`config.mk`:
```
export PLATFORM = sky130hd
export DESIGN_NAME = ifetch_queue
export DESIGN_NICKNAME = d
export VERILOG_FILES = /design/src/rtl/ifetch_queue.sv
export SDC_FILE = /design/constraint.sdc
export NUM_CORES = 1
export LEC_CHECK = 0
export ABC_CLOCK_PERIOD_IN_PS = 12900
export CAP_MARGIN = 20
export CORE_MARGIN = 2
export CORE_UTILIZATION = 44
export DETAILED_ROUTE_END_ITERATION = 12
export HOLD_SLACK_MARGIN = 0.08
export PLACE_DENSITY = 0.67
export REMOVE_ABC_BUFFERS = 1
export SETUP_SLACK_MARGIN = 0.2
export SYNTH_ARGS = -nofsm -noshare
export SYNTH_HDL_FRONTEND = slang
export SYNTH_SLANG_ARGS = --single-unit
```
`constraint.sdc`:
```
create_clock -name clk -period 12.9 [get_ports clk]
set_clock_uncertainty 0.1 [all_clocks]
set_input_delay 3.87 -clock clk [delete_from_list [all_inputs] [get_ports clk]]
set_output_delay 3.87 -clock clk [all_outputs]
set_load 0.01 [all_outputs]
```
`src/rtl/ifetch_queue.sv`:
```
// ifetch_queue: owns the fetch PC and drives the instruction memory address.
// Each word read back is captured in a small prefetch FIFO, and decode drains
// the FIFO in order through a valid/ready handshake. A redirect flushes the
// FIFO and restarts fetch at the new target.
module ifetch_queue #(
    parameter int unsigned DEPTH    = 4,
    parameter logic [31:0] RESET_PC = 32'h0000_0000
) (
    input  logic                    clk,
    input  logic                    reset,
    output logic [10:0]             imem_a,
    input  logic [31:0]             imem_rd,
    input  logic                    redirect,
    input  logic [31:0]             redirect_pc,
    output logic                    instr_valid,
    output logic [31:0]             instr,
    output logic [31:0]             instr_pc,
    input  logic                    instr_ready,
    output logic [$clog2(DEPTH):0]  count
);

    localparam int unsigned AW = $clog2(DEPTH);
    localparam int unsigned CW = AW + 1;

    typedef enum logic {
        BOOT = 1'b0,
        RUN  = 1'b1
    } state_e;

    state_e          state_q, state_d;
    logic [31:0]     fpc_q, fpc_d;
    logic [AW-1:0]   head_q, head_d;
    logic [AW-1:0]   tail_q, tail_d;
    logic [CW-1:0]   count_q, count_d;
    logic            push, pop;

    logic [31:0]     pc_mem_q   [DEPTH];
    logic [31:0]     data_mem_q [DEPTH];

    // Handshake qualifiers: pop whenever decode takes a valid head; push only
    // in RUN, never during a redirect, and only if a slot is free (or frees up).
    always_comb begin
        pop  = (count_q != '0) & instr_ready;
        push = (state_q == RUN) & ~redirect & ((count_q < CW'(DEPTH)) | pop);
    end

    // Next-state logic; redirect overrides all pointer, count and PC updates.
    always_comb begin
        state_d = state_q;
        fpc_d   = fpc_q;
        head_d  = head_q;
        tail_d  = tail_q;
        count_d = count_q + CW'(push) - CW'(pop);

        case (state_q)
            BOOT:    state_d = RUN;
            RUN:     state_d = RUN;
            default: state_d = BOOT;
        endcase

        if (push) begin
            tail_d = tail_q + AW'(1);
            fpc_d  = fpc_q + 32'd4;
        end
        if (pop) begin
            head_d = head_q + AW'(1);
        end

        if (redirect) begin
            fpc_d   = redirect_pc & ~32'h3;
            head_d  = '0;
            tail_d  = '0;
            count_d = '0;
        end
    end

    // Control registers: async reset back to BOOT with an empty queue.
    always_ff @(posedge clk or posedge reset) begin
        if (reset) begin
            state_q <= BOOT;
            fpc_q   <= RESET_PC & ~32'h3;
            head_q  <= '0;
            tail_q  <= '0;
            count_q <= '0;
        end else begin
            state_q <= state_d;
            fpc_q   <= fpc_d;
            head_q  <= head_d;
            tail_q  <= tail_d;
            count_q <= count_d;
        end
    end

    // Entry storage: capture {fpc, imem_rd} at the tail on each push.
    always_ff @(posedge clk or posedge reset) begin
        if (reset) begin
            for (int i = 0; i < int'(DEPTH); i++) begin
                pc_mem_q[i]   <= '0;
                data_mem_q[i] <= '0;
            end
        end else if (push) begin
            pc_mem_q[tail_q]   <= fpc_q;
            data_mem_q[tail_q] <= imem_rd;
        end
    end

    // Outputs: head entry is presented directly; no empty-queue bypass.
    always_comb begin
        imem_a      = fpc_q[12:2];
        instr_valid = (count_q != '0);
        instr       = data_mem_q[head_q];
        instr_pc    = pc_mem_q[head_q];
        count       = count_q;
    end

endmodule

```
-- Word level (Yosys, flattened, before mapping)
Cells that the tools add are included.
- bits in registers: 296
- bits in latches: 0
- bits in writable memories: 0
- memory bits (read-only): 0
- input bits: 68
- output and inout bits: 79
- memories kept: 0
- add/sub/neg operators: 5
- multipliers: 0
- div/mod/pow operators: 0
- magnitude comparators: 4
- equal/unequal tests: 0
- shift operators: 0
- muxes and demuxes: 17
- bitwise logic cells: 7
- reduce and logical (&&, ||, !) cells: 4
- operators with widths (kind ; number):
    $bwmux W128 ; 2
    $mux W32 ; 7
    $bmux W32 S2 ; 2
    $demux W32 S2 ; 1
    $add A32 B3 Y32 const B ; 1
    $mux W2 ; 4
    $ge A3 B3 Y1 const B ; 2
    $not A2 Y3 ; 2
    $add A2 B1 Y2 const B ; 2
    $reduce_bool A2 Y1 ; 2
    $add A3 B1 Y3 ; 1
    $and A1 B1 Y1 ; 3
    $lt A3 B1 Y1 const B ; 1
    $lt A3 B3 Y1 const B ; 1
    $mux W3 ; 1
    $reduce_bool A3 Y1 ; 1
    $sub A3 B1 Y3 ; 1
    $logic_and A1 B1 Y1 ; 1
    $not A1 Y1 ; 1
    $or A1 B1 Y1 ; 1

-- Depth between registers and ports, before layout
Gate-level depths: netlist of the first run.
- depth in word-level cells: 7
- mapped depth: 11
- mapped depth without buffers: 10

-- Least setup slack after synthesis of the first run
OpenSTA, ideal clock, no wires.
- path type: reg-to-output
- from: reg head_q[1]
- to: out instr[10]
- arrival time: 1.825 ns
- required time: 8.930 ns
- setup slack: 7.105 ns
- cell stages (with the launch flop): 5
- cell sequence: dfrtp_1 clkbuf_1 clkbuf_1 buf_1 mux4_2
- cells in the longest elaborated chain, start to end: 4
- RTL lines (element ; line ; text):
    start: declaration ; 32 ; logic [AW-1:0] head_q, head_d;
    start signal: assignment ; 82 ; head_q <= '0;
    start signal: assignment ; 88 ; head_q <= head_d;
    $not A2 Y3 (not written as such) ; 111 ; instr = data_mem_q[head_q];
    $bmux W32 S2 ; 111 ;
    $mux W32 (not written as such) (2 in series) ; 111 ;
    end: declaration ; 16 ; output logic [31:0] instr,
No other way between the ends. The select of a mux whose other input is x is not followed.

-- Final worst setup path of the first run
- from: reg head_q[0]
- to: out instr_pc[20]
- cells in the longest elaborated chain, start to end: 4
- RTL lines (element ; line ; text):
    $not A2 Y3 (not written as such) ; 112 ; instr_pc = pc_mem_q[head_q];
    $bmux W32 S2 ; 112 ;
    $mux W32 (not written as such) (2 in series) ; 112 ;
    end: declaration ; 17 ; output logic [31:0] instr_pc,
No other way between the ends. The select of a mux whose other input is x is not followed.

==> flow_summary_export.csv, run 1 <==
group,metric,value,unit
layout,final_common_cell,"dfrtp_1",
sta,rsz0062_at_grt,"no",
worst_setup_path,critPathMaxFanout,44,
global_route,antenna_violations_before_repair,1,
sta,max_slew.worst_pin.slew,1.11,ns
logic_synthesis,ys_dominant_reg_cell,"dfrtp_1",
layout,diodes,0,
layout,final_cell_mix,"dfrtp_1, mux2_2, clkdlybuf4s50_1, mux4_2, clkbuf_16",
cts,post-cts-setup-buffer-count,0,
min_path,timing.hold.worst.start,"data_mem_q[35]",
worst_setup_path,instance_count_on_the_critical_path,3,
logic_synthesis,gate_count_after_technology_mapping,905,
layout,layout.filler_cells,2466,
worst_setup_path,worstPathArrival,3.16,ns
run_status,outcome,"completed",
logic_synthesis,number_of_enable_type_register_cells_in_the_synthesized_netlist,0,
route,ant_nets,0,
worst_setup_path,worst_r2r_endpoint,"pc_mem_q[90]",
cts,worstSkewPairLatency,0.51,ns
placed_design,dp_hpwl,16200,um
die,number_of_rows_created_at_floorplan,63,
logic_synthesis,synth.mux.area_fraction,32.1,%
layout,final-instance-count-excl-fill,1428,
layout,layout.nets,1089,
logic_synthesis,combinational_family_with_the_most_area_after_synthesis,"multiplexers",
route,first_pass_iters,4,
logic_synthesis,synth.yosys.seq_area_share,54.7,%
worst_setup_path,start_kind,"register",
sta,finalMaxSlewViolations,0,
logic_synthesis,synth_seq_cells,286,
global_route,grt_overflow_total,0,
sta,maxSlewHeadroom,26.2,%
power_and_ir_drop,max-vdd-ir-drop,0.119,mV
worst_setup_path,critical-path-slowest-cell,"buf_4",
cts,tritoncts_buffer_count,34,
route,finalWirelength,28000,um
logic_synthesis,synth_simple_gate_area_share,5.58,%
cts,clock_tree.htree_level_count,2,
cts,cts_hold_repair.buffers,0,
logic_synthesis,avgSynthCellArea,14.4,um2
route,first_iter_violations,412,
route,route.detailed.drc,0,
die,initial_utilization,44.4,%
global_route,first_pass_grt_wire_length,45200,um
worst_setup_path,worst_path_largest_cell_delay,0.78,ns
cts,clockRootBuffer,"clkbuf_16",
logic_synthesis,synth_compound_area_share,2.64,%
min_path,timing.hold.worst_path_depth,1,
cts,cts_tree,"yes",
route,vias_per_cell,5.54,
placed_design,number_of_buffer_cells_added_on_primary_ports,142,
cts,clock-sinks,286,
route,post_drt_wl_per_cell,19.6,um
worst_setup_path,rr_worst_depth,7,
layout,area_occupied_by_multi_input_gates,5530,um2
logic_synthesis,asyncSetResetFlopFracSynth,100,%
cts,cts_max_path_buffers,3,
placed_design,dpl.cell_count,1365,
logic_synthesis,synth_xor_area_share,0.804,%
layout,final_layout_size_suffix_gt1_share,37.3,%
layout,area_growth,21.6,%
die,core_area,29500,um2
global_route,grt_pass1_vias,8151,
logic_synthesis,post_synth_fa_ha_maj_area_fraction,0.823,%
logic_synthesis,syn-cell-area,13100,um2
cts,cts.clk_slew.worst_paths,0.06,ns
logic_synthesis,yosysUniqueCellTypes,44,
sta,layout_min_cycle_time,7.13,ns
sta,finalHoldViolCount,0,
sta,fin_setup_tns,0,ns
placed_design,place_congestion,0.767,
worst_setup_path,regToRegStartpoint,"count[2]",
die,fp.dieW,176,um
logic_synthesis,ys_warn_count,0,
worst_setup_path,critical-path-top-delay-family,"buffers and inverters",
sta,post-route-period-util,55.3,%
route,route.vias.total,7908,
sta,setup_viol,0,
layout,ff_latch_area,7160,um2
power_and_ir_drop,leakage,6.80,nW
die,top_level_ports,147,
global_route,grtUsageTotal,18.5,%
min_path,worst_hold_path.endpoint,"data_mem_q[35]",
worst_setup_path,path_class,"register to output pin",
worst_setup_path,timing.critical_path.to_type,"output pin",
power_and_ir_drop,power_density,221,nW/um2
min_path,worstHoldPathType,"register to register",
worst_setup_path,crit_buf_inv,2,
die,die-height,176,um
sta,maxClockFrequency,0.140,GHz
global_route,grt_start_max_net_pins,129,
die,floorplan.die_area,31100,um2
worst_setup_path,path_cells,"buf_4 > mux4_2 > clkdlybuf4s50_1",
job,maxCapViolations,0,
worst_setup_path,timing.reg2reg.setup_slack,10.22,ns
worst_setup_path,worstPathRequired,8.93,ns
cts,postCtsResizedCells,0,
worst register-to-register path, stage by stage, from the launching register on:
cell and delay [ns]:
dfrtp_1 0.43, nor2b_1 0.17, buf_4 0.20, nor3_1 0.06
buf_4 0.20, nand2_4 0.26, buf_4 0.71, mux2_2 0.45
through the flow:
step / worst slack (ns) / utilization [%] / hold WS (ns) / power [mW] / area (um2)
floorplan: 1.04 / - / 0.374 / 2.10 / 12700
global route: 5.55 / 53.9 / 0.407 / 3.72 / 15900
global placement: 6.21 / 49.9 / 0.381 / 2.56 / 14700
CTS: 5.65 / 53.8 / 0.399 / 3.56 / 15800
finish: 5.77 / 53.9 / 0.398 / 3.51 / 15900
detailed placement: 6.19 / 49.9 / 0.387 / 2.60 / 14700
synth_stat cells, types with 9 or more instances:
library cell / number / area (um2)
inv_1: 14 / 52.6
buf_2: 11 / 55.1
nand4_1: 15 / 93.8
dfrtp_1: 286 / 7160
mux4_2: 62 / 1400
or4_1: 9 / 67.6
nor3_1: 11 / 55.1
clkbuf_1: 44 / 165
mux2_2: 248 / 2790
nand3_1: 21 / 105
buf_4: 13 / 97.6
nor2_1: 24 / 90.1
o21ai_0: 14 / 70.1
buf_1: 12 / 45.0
nand2_1: 35 / 131
worst max path at each step:
stage          slack [ns]            to       from
2_1_floorplan        1.04      count[0]      reset
4_1_cts              5.65  instr_pc[18]  head_q[0]
3_5_place_dp         6.19  instr_pc[20]  head_q[0]
5_1_grt              5.55  instr_pc[18]  head_q[0]
3_3_place_gp         6.21  instr_pc[20]  head_q[0]
6_report             5.77  instr_pc[20]  head_q[0]
sequential cells by signal, indices dropped and copies added (netlist names):
name        count
state_q         1
pc_mem_q      120
fpc_q          30
count           3
head_q          2
tail_q          2
data_mem_q    128
routing by layer:
| metal | vias up | share of wire (%) | GRT usage (%) |
|---|---|---|---|
| li1 | 3565 | - | - |
| met1 | 4092 | 46 | 26.5 |
| met2 | 202 | 47 | 29.3 |
| met3 | 47 | 4.9 | 3.32 |
| met4 | 2 | 1.7 | 4.55 |
| met5 | - | 0.057 | 0 |
where the power goes:
part / total, mW / internal [mW] / switching (mW)
clock: 0.948 / 0.576 / 0.372
combinational: 1.14 / 0.743 / 0.399
sequential: 1.42 / 1.23 / 0.192
total: 3.51 / 2.55 / 0.964
logic make-up (layout without fill, tap and decap cells):
logic type                 count (synthesis)  in the layout
xor gates and xnor gates                  12             12
AOI/OAI and AO/OA                         49             49
and+or+nand+nor                          141            141
other                                      2              3
muxes                                    311            311
DFF                                      286            286
buffers and inverters                     96            228
adders and majority gates                  8              8
final cells by class:
cell class,instances,share of cell area [%]
repair buffers,153,9.68
clock inverters,13,0.606
multi-input cells,524,34.8
clock buffers,48,6.46
flip-flops and latches,286,45.1
inverters,14,0.378
well taps,390,3.07
Note: power is estimated with default switching activity, not from simulation.
==> run 2, diff against run 1 <==
--- a/config.mk
+++ b/config.mk
@@ -5,13 +5,13 @@
 export SDC_FILE = /design/constraint.sdc
 export NUM_CORES = 1
 export LEC_CHECK = 0
-export ABC_CLOCK_PERIOD_IN_PS = 12900
+export ABC_CLOCK_PERIOD_IN_PS = 5940
 export CAP_MARGIN = 20
 export CORE_MARGIN = 2
 export CORE_UTILIZATION = 44
 export DETAILED_ROUTE_END_ITERATION = 12
 export HOLD_SLACK_MARGIN = 0.08
-export PLACE_DENSITY = 0.67
+export PLACE_DENSITY = 0.69
 export REMOVE_ABC_BUFFERS = 1
 export SETUP_SLACK_MARGIN = 0.2
 export SYNTH_ARGS = -nofsm -noshare
==> constraint.sdc (replaced) <==
create_clock -name clk -period 5.94 [get_ports clk]
set_clock_uncertainty 0.1 [all_clocks]
set_input_delay 1.782 -clock clk [delete_from_list [all_inputs] [get_ports clk]]
set_output_delay 1.782 -clock clk [all_outputs]
set_load 0.01 [all_outputs]
==> flow_summary_export.csv, run 2 (synthesized netlist as in run 1, its figures left out) <==
group,metric,value,unit
cts,clock_tree.htree_level_count,1,
cts,clockRootBuffer,"clkbuf_16",
layout,final_cell_mix,"dfrtp_1, mux2_2, clkdlybuf4s50_1, mux4_2",
cts,post-cts-setup-buffer-count,0,
worst_setup_path,worst_path_largest_cell_delay,0.83,ns
power_and_ir_drop,internal_power,5.38,mW
layout,diodes,0,
worst_setup_path,instance_count_on_the_critical_path,3,
power_and_ir_drop,power.clock.fraction,24.7,%
placed_design,place_congestion,0.764,
worst_setup_path,timing.reg2reg.setup_slack,3.07,ns
route,route.vias.total,7888,
worst_setup_path,setup.worst_path.end,"instr_pc[22]",
sta,finalHoldViolCount,0,
global_route,grt_pass1_vias,8314,
layout,final_common_cell,"dfrtp_1",
sta,maxClockFrequency,0.211,GHz
cts,cts_max_path_buffers,3,
worst_setup_path,crit_buf_inv,2,
worst_setup_path,start_kind,"register",
die,die-height,176,um
min_path,timing.hold.worst.start,"data_mem_q[79]",
route,first_iter_violations,369,
sta,maxSlewHeadroom,38.1,%
global_route,antenna_violations_before_repair,1,
die,fp.dieW,176,um
power_and_ir_drop,share_seq_of_total_power,42.1,%
layout,final_layout_size_suffix_gt1_share,36.9,%
sta,layout_min_cycle_time,4.73,ns
route,ant_nets,0,
cts,cts_hold_repair.buffers,0,
die,top_level_ports,147,
die,number_of_rows_created_at_floorplan,63,
sta,post-route-period-util,79.7,%
job,maxCapViolations,0,
worst_setup_path,worst_r2r_endpoint,"pc_mem_q[116]",
placed_design,post-place-ws,1.26,ns
worst_setup_path,worstPathArrival,2.85,ns
global_route,grtUsageTotal,18.5,%
worst_setup_path,path_class,"register to output pin",
cts,cts.clk_slew.worst_paths,0.06,ns
power_and_ir_drop,power_density,468,nW/um2
worst_setup_path,rr_worst_depth,6,
die,initial_utilization,44.4,%
worst_setup_path,startpoint,"head_q[0]",
sta,rsz0062_at_grt,"no",
route,first_pass_iters,4,
sta,finalMaxSlewViolations,0,
cts,cts_tree,"yes",
worst_setup_path,worstPathRequired,4.06,ns
die,core_area,29500,um2
route,finalWirelength,28100,um
route,route.detailed.drc,0,
global_route,grt_overflow_total,0,
sta,final.setup.worst_slack,1.21,ns
sta,setup_viol,0,
cts,worstSkewPairLatency,0.55,ns
power_and_ir_drop,leakage,6.77,nW
worst_setup_path,critical-path-slowest-cell,"dfrtp_4",
worst_setup_path,timing.critical_path.to_type,"output pin",
layout,area_growth,21.2,%
global_route,first_pass_grt_wire_length,45400,um
worst_setup_path,path_cells,"buf_12 > mux4_2 > clkdlybuf4s50_1",
sta,max_slew.worst_pin.slew,0.919,ns
cts,postCtsResizedCells,0,
power_and_ir_drop,p_sw_share,27.6,%
power_and_ir_drop,max-vdd-ir-drop,0.227,mV
cts,tritoncts_buffer_count,31,
layout,top_registers,"data_mem_q: 128 flops, pc_mem_q: 120 flops, fpc_q: 30 flops",
worst_setup_path,critical-path-top-delay-family,"buffers and inverters",
power_and_ir_drop,comb_power_share,33.2,%
worst_setup_path,regToRegStartpoint,"count[2]",
placed_design,dp_hpwl,17300,um
layout,ff_latch_area,7160,um2
layout,layout.filler_cells,2472,
worst_setup_path,critPathMaxFanout,33,
layout,largest_register_ff_count,128,
die,floorplan.die_area,31100,um2
min_path,worstHoldPathType,"register to register",
sta,fin_setup_tns,0,ns
placed_design,number_of_buffer_cells_added_on_primary_ports,142,
layout,layout.nets,1092,
run_status,outcome,"completed",
global_route,grt_start_max_net_pins,118,
power_and_ir_drop,switching_power_total,2.04,mW
route,vias_per_cell,5.52,
route,post_drt_wl_per_cell,19.7,um
layout,max_flop_register,"data_mem_q",
cts,clock-sinks,286,
layout,area_occupied_by_multi_input_gates,5530,um2
## run 2: changes by cell type in the layout (fill, tap and decap cells not counted)
cell       previous run  this run
buf_4                 9        11
clkbuf_16            37        31
clkinv_2             10         5
clkbuf_1              5        10
clkbuf_8              6        10
buf_16                2         0
inv_6                 1         0
buf_12                0         6
bufinv_16             1         0
## run 2: power by group through the flow
stage / sequential, mW / combinational [mW] / clock (mW)
global placement: 3.12 / 2.46 / 0
floorplan: 3.05 / 1.52 / 0
CTS: 3.13 / 2.51 / 1.89
finish: 3.12 / 2.46 / 1.84
detailed placement: 3.16 / 2.50 / 0
global route: 3.23 / 2.66 / 1.97
## run 2: metal layers
layer	share of wire [%]	routed length [um]	up-vias	track usage (%)
li1	-	-	3568	-
met3	5.5	1540	40	3.08
met5	0.050	14	-	0
met1	46	12900	4063	26.1
met4	1.8	507	2	4.41
met2	47	13200	215	30.2
## run 2: how the worst min path moves through the flow
| stage | end | slack (ns) | cells after the start |
|---|---|---|---|
| 2_1_floorplan | data_mem_q[32] | 0.37 | 1 |
| 6_report | data_mem_q[79] | 0.40 | 1 |
| 3_5_place_dp | pc_mem_q[57] | 0.39 | 1 |
| 4_1_cts | pc_mem_q[34] | 0.40 | 1 |
| 3_3_place_gp | pc_mem_q[4] | 0.38 | 1 |
| 5_1_grt | pc_mem_q[22] | 0.41 | 1 |
## run 2: worst reg2reg max path: cells and delay by family (launching register included)
kind,cells,cell delay (ns)
multiplexers,1,0.36
flip-flops,1,0.44
AND/OR/NAND/NOR,3,1.25
buffers and inverters,2,0.60
## run 2: per-stage QoR
step                      cell area [um2]  util (%)  total power, mW  std cells  hold WS (ns)
final                               15800      53.7             7.42       1430         0.399
after detailed placement            14900      50.4             5.66       1373         0.388
after floorplan                     12700         -             4.57        824         0.374
after CTS                           15800      53.7             7.53       1430         0.401
after global placement              14900      50.4             5.58       1373         0.382
after global routing                15800      53.7             7.86       1430         0.410
## run 2: area by class of cell
| cell class | instances | area share [%] |
|---|---|---|
| clock buffers | 51 | 6.00 |
| flip-flops and latches | 286 | 45.2 |
| well taps | 390 | 3.08 |
| clock inverters | 6 | 0.205 |
| repair buffers | 159 | 10.2 |
| inverters | 14 | 0.379 |
| multi-input cells | 524 | 34.9 |
==> run 3, diff against run 2 <==
--- a/config.mk
+++ b/config.mk
@@ -5,13 +5,13 @@
 export SDC_FILE = /design/constraint.sdc
 export NUM_CORES = 1
 export LEC_CHECK = 0
-export ABC_CLOCK_PERIOD_IN_PS = 5940
+export ABC_CLOCK_PERIOD_IN_PS = 4550
 export CAP_MARGIN = 20
 export CORE_MARGIN = 2
 export CORE_UTILIZATION = 44
 export DETAILED_ROUTE_END_ITERATION = 12
 export HOLD_SLACK_MARGIN = 0.08
-export PLACE_DENSITY = 0.69
+export PLACE_DENSITY = 0.67
 export REMOVE_ABC_BUFFERS = 1
 export SETUP_SLACK_MARGIN = 0.2
 export SYNTH_ARGS = -nofsm -noshare
==> constraint.sdc (replaced) <==
create_clock -name clk -period 4.55 [get_ports clk]
set_clock_uncertainty 0.1 [all_clocks]
set_input_delay 1.365 -clock clk [delete_from_list [all_inputs] [get_ports clk]]
set_output_delay 1.365 -clock clk [all_outputs]
set_load 0.01 [all_outputs]
==> flow_summary_export.csv, run 3 (synthesized netlist as in run 1, its figures left out) <==
group,metric,value,unit
placed_design,place_congestion,0.778,
route,route.vias.total,7938,
route,first_iter_violations,442,
sta,setup_viol,0,
layout,final-instance-count-excl-fill,1437,
route,first_pass_iters,4,
min_path,timing.hold.worst.start,"data_mem_q[33]",
cts,cts_tree,"yes",
job,maxCapViolations,0,
placed_design,dpl-instance-area,15000,um2
worst_setup_path,timing.critical_path.to_type,"output pin",
cts,worstSkewPairLatency,0.55,ns
cts,cts.clk_slew.worst_paths,0.06,ns
sta,max_slew.worst_pin.slew,0.853,ns
layout,final_cell_mix,"dfrtp_1, mux2_2, clkdlybuf4s50_1, mux4_2",
worst_setup_path,start_kind,"register",
layout,ff_latch_area,7160,um2
layout,max_flop_register,"data_mem_q",
global_route,antenna_violations_before_repair,1,
cts,tritoncts_buffer_count,31,
layout,top_registers,"data_mem_q: 128 flops, pc_mem_q: 120 flops, fpc_q: 30 flops",
layout,area_occupied_by_multi_input_gates,5530,um2
worst_setup_path,path_cells,"buf_4 > mux4_2 > clkdlybuf4s50_1",
layout,largest_register_ff_count,128,
sta,layout_min_cycle_time,4.10,ns
sta,finalMaxSlewViolations,0,
global_route,grt_pass1_vias,8256,
worst_setup_path,regToRegStartpoint,"fpc_q[10]",
route,vias_per_cell,5.52,
die,die-height,176,um
route,ant_nets,0,
die,top_level_ports,147,
layout,area_growth,22.4,%
layout,layout.nets,1101,
worst_setup_path,critical-path-slowest-cell,"dfrtp_4",
layout,layout.filler_cells,2435,
sta,hold-worst-slack,0.398,ns
route,route.detailed.drc,0,
worst_setup_path,worstPathArrival,2.63,ns
cts,cts_hold_repair.buffers,0,
placed_design,number_of_buffer_cells_added_on_primary_ports,142,
power_and_ir_drop,power_density,615,nW/um2
min_path,worst_hold_path.endpoint,"data_mem_q[33]",
route,post_drt_wl_per_cell,19.7,um
die,fp.dieW,176,um
power_and_ir_drop,max-vdd-ir-drop,0.285,mV
run_status,outcome,"completed",
min_path,timing.hold.worst_path_depth,1,
sta,fin_setup_tns,0,ns
placed_design,dpl.cell_count,1382,
layout,diodes,0,
min_path,worstHoldPathType,"register to register",
cts,post-cts-setup-buffer-count,0,
worst_setup_path,worstPathRequired,3.08,ns
worst_setup_path,crit_buf_inv,2,
worst_setup_path,worst_r2r_endpoint,"fpc_q[28]",
cts,postCtsResizedCells,0,
die,floorplan.die_area,31100,um2
worst_setup_path,timing.reg2reg.setup_slack,2.07,ns
sta,post-route-period-util,90.1,%
layout,final_layout_size_suffix_gt1_share,37.8,%
sta,rsz0062_at_grt,"no",
cts,clock-sinks,286,
cts,clock_tree.htree_level_count,1,
worst_setup_path,path_class,"register to output pin",
global_route,grtUsageTotal,18.6,%
die,number_of_rows_created_at_floorplan,63,
layout,final_cell_area,16000,um2
die,initial_utilization,44.4,%
sta,maxSlewHeadroom,42.6,%
worst_setup_path,worst_path_largest_cell_delay,0.63,ns
sta,maxClockFrequency,0.244,GHz
cts,cts_max_path_buffers,3,
global_route,grt_overflow_total,0,
route,finalWirelength,28300,um
sta,finalHoldViolCount,0,
layout,final_common_cell,"dfrtp_1",
cts,clockRootBuffer,"clkbuf_16",
die,core_area,29500,um2
power_and_ir_drop,leakage,6.85,nW
worst_setup_path,startpoint,"head_q[0]",
placed_design,dp_hpwl,18000,um
global_route,first_pass_grt_wire_length,45800,um
worst_setup_path,critPathMaxFanout,15,
global_route,grt_start_max_net_pins,94,
worst_setup_path,critical-path-top-delay-family,"buffers and inverters",
worst_setup_path,rr_worst_depth,4,
## run 3: cell types whose count changed in the layout (fill, tap and decap cells not counted)
cell | before | now
clkinv_2 | 5 | 3
clkbuf_8 | 10 | 14
buf_12 | 6 | 9
buf_4 | 11 | 17
clkbuf_1 | 10 | 5
bufinv_16 | 0 | 1
## run 3: how the worst max path moves through the flow
stage,slack (ns),depth (start not counted),to
after floorplan,-4.81,1,count[0]
after global placement,0.75,7,pc_mem_q[22]
after detailed placement,0.76,7,pc_mem_q[24]
after CTS,0.40,3,instr_pc[4]
after global routing,0.34,3,instr_pc[3]
final,0.45,3,instr_pc[4]
## run 3: per-layer routing
metal	wire length (um)	track usage, %
met2	13200	29.6
met5	10	0
met3	1380	3.01
met1	13100	26.8
met4	638	4.65
## run 3: worst register-to-register path: cells and delay by family (launching register included)
| kind | cells | cell delay [ns] |
|---|---|---|
| AOI/OAI and AO/OA | 1 | 0.17 |
| DFF | 1 | 0.59 |
| and+or+nand+nor | 3 | 1.54 |
## run 3: cell type report
class	count	share of cell area, %
Sequential cell	286	44.8
Multi-Input combinational cell	524	34.5
Timing Repair Buffer	168	10.8
Clock buffer	50	6.17
Tap cell	390	3.05
Inverter	14	0.375
Clock inverter	5	0.328
## run 3: report_power, final
part,internal [mW],switching [mW],leakage [nW]
Clock,1.52,0.992,0.515
Sequential,3.49,0.546,3.56
Combinational,2.14,1.15,2.78
## run 3: per-stage QoR
step           power (mW)  setup slack [ns]  util (%)
2_1_floorplan        5.97             -4.81         -
3_3_place_gp         7.32             0.754      50.8
3_5_place_dp         7.42             0.755      50.8
4_1_cts              9.96             0.404      54.3
5_1_grt              10.4             0.341      54.3
6_report             9.84             0.452      54.3
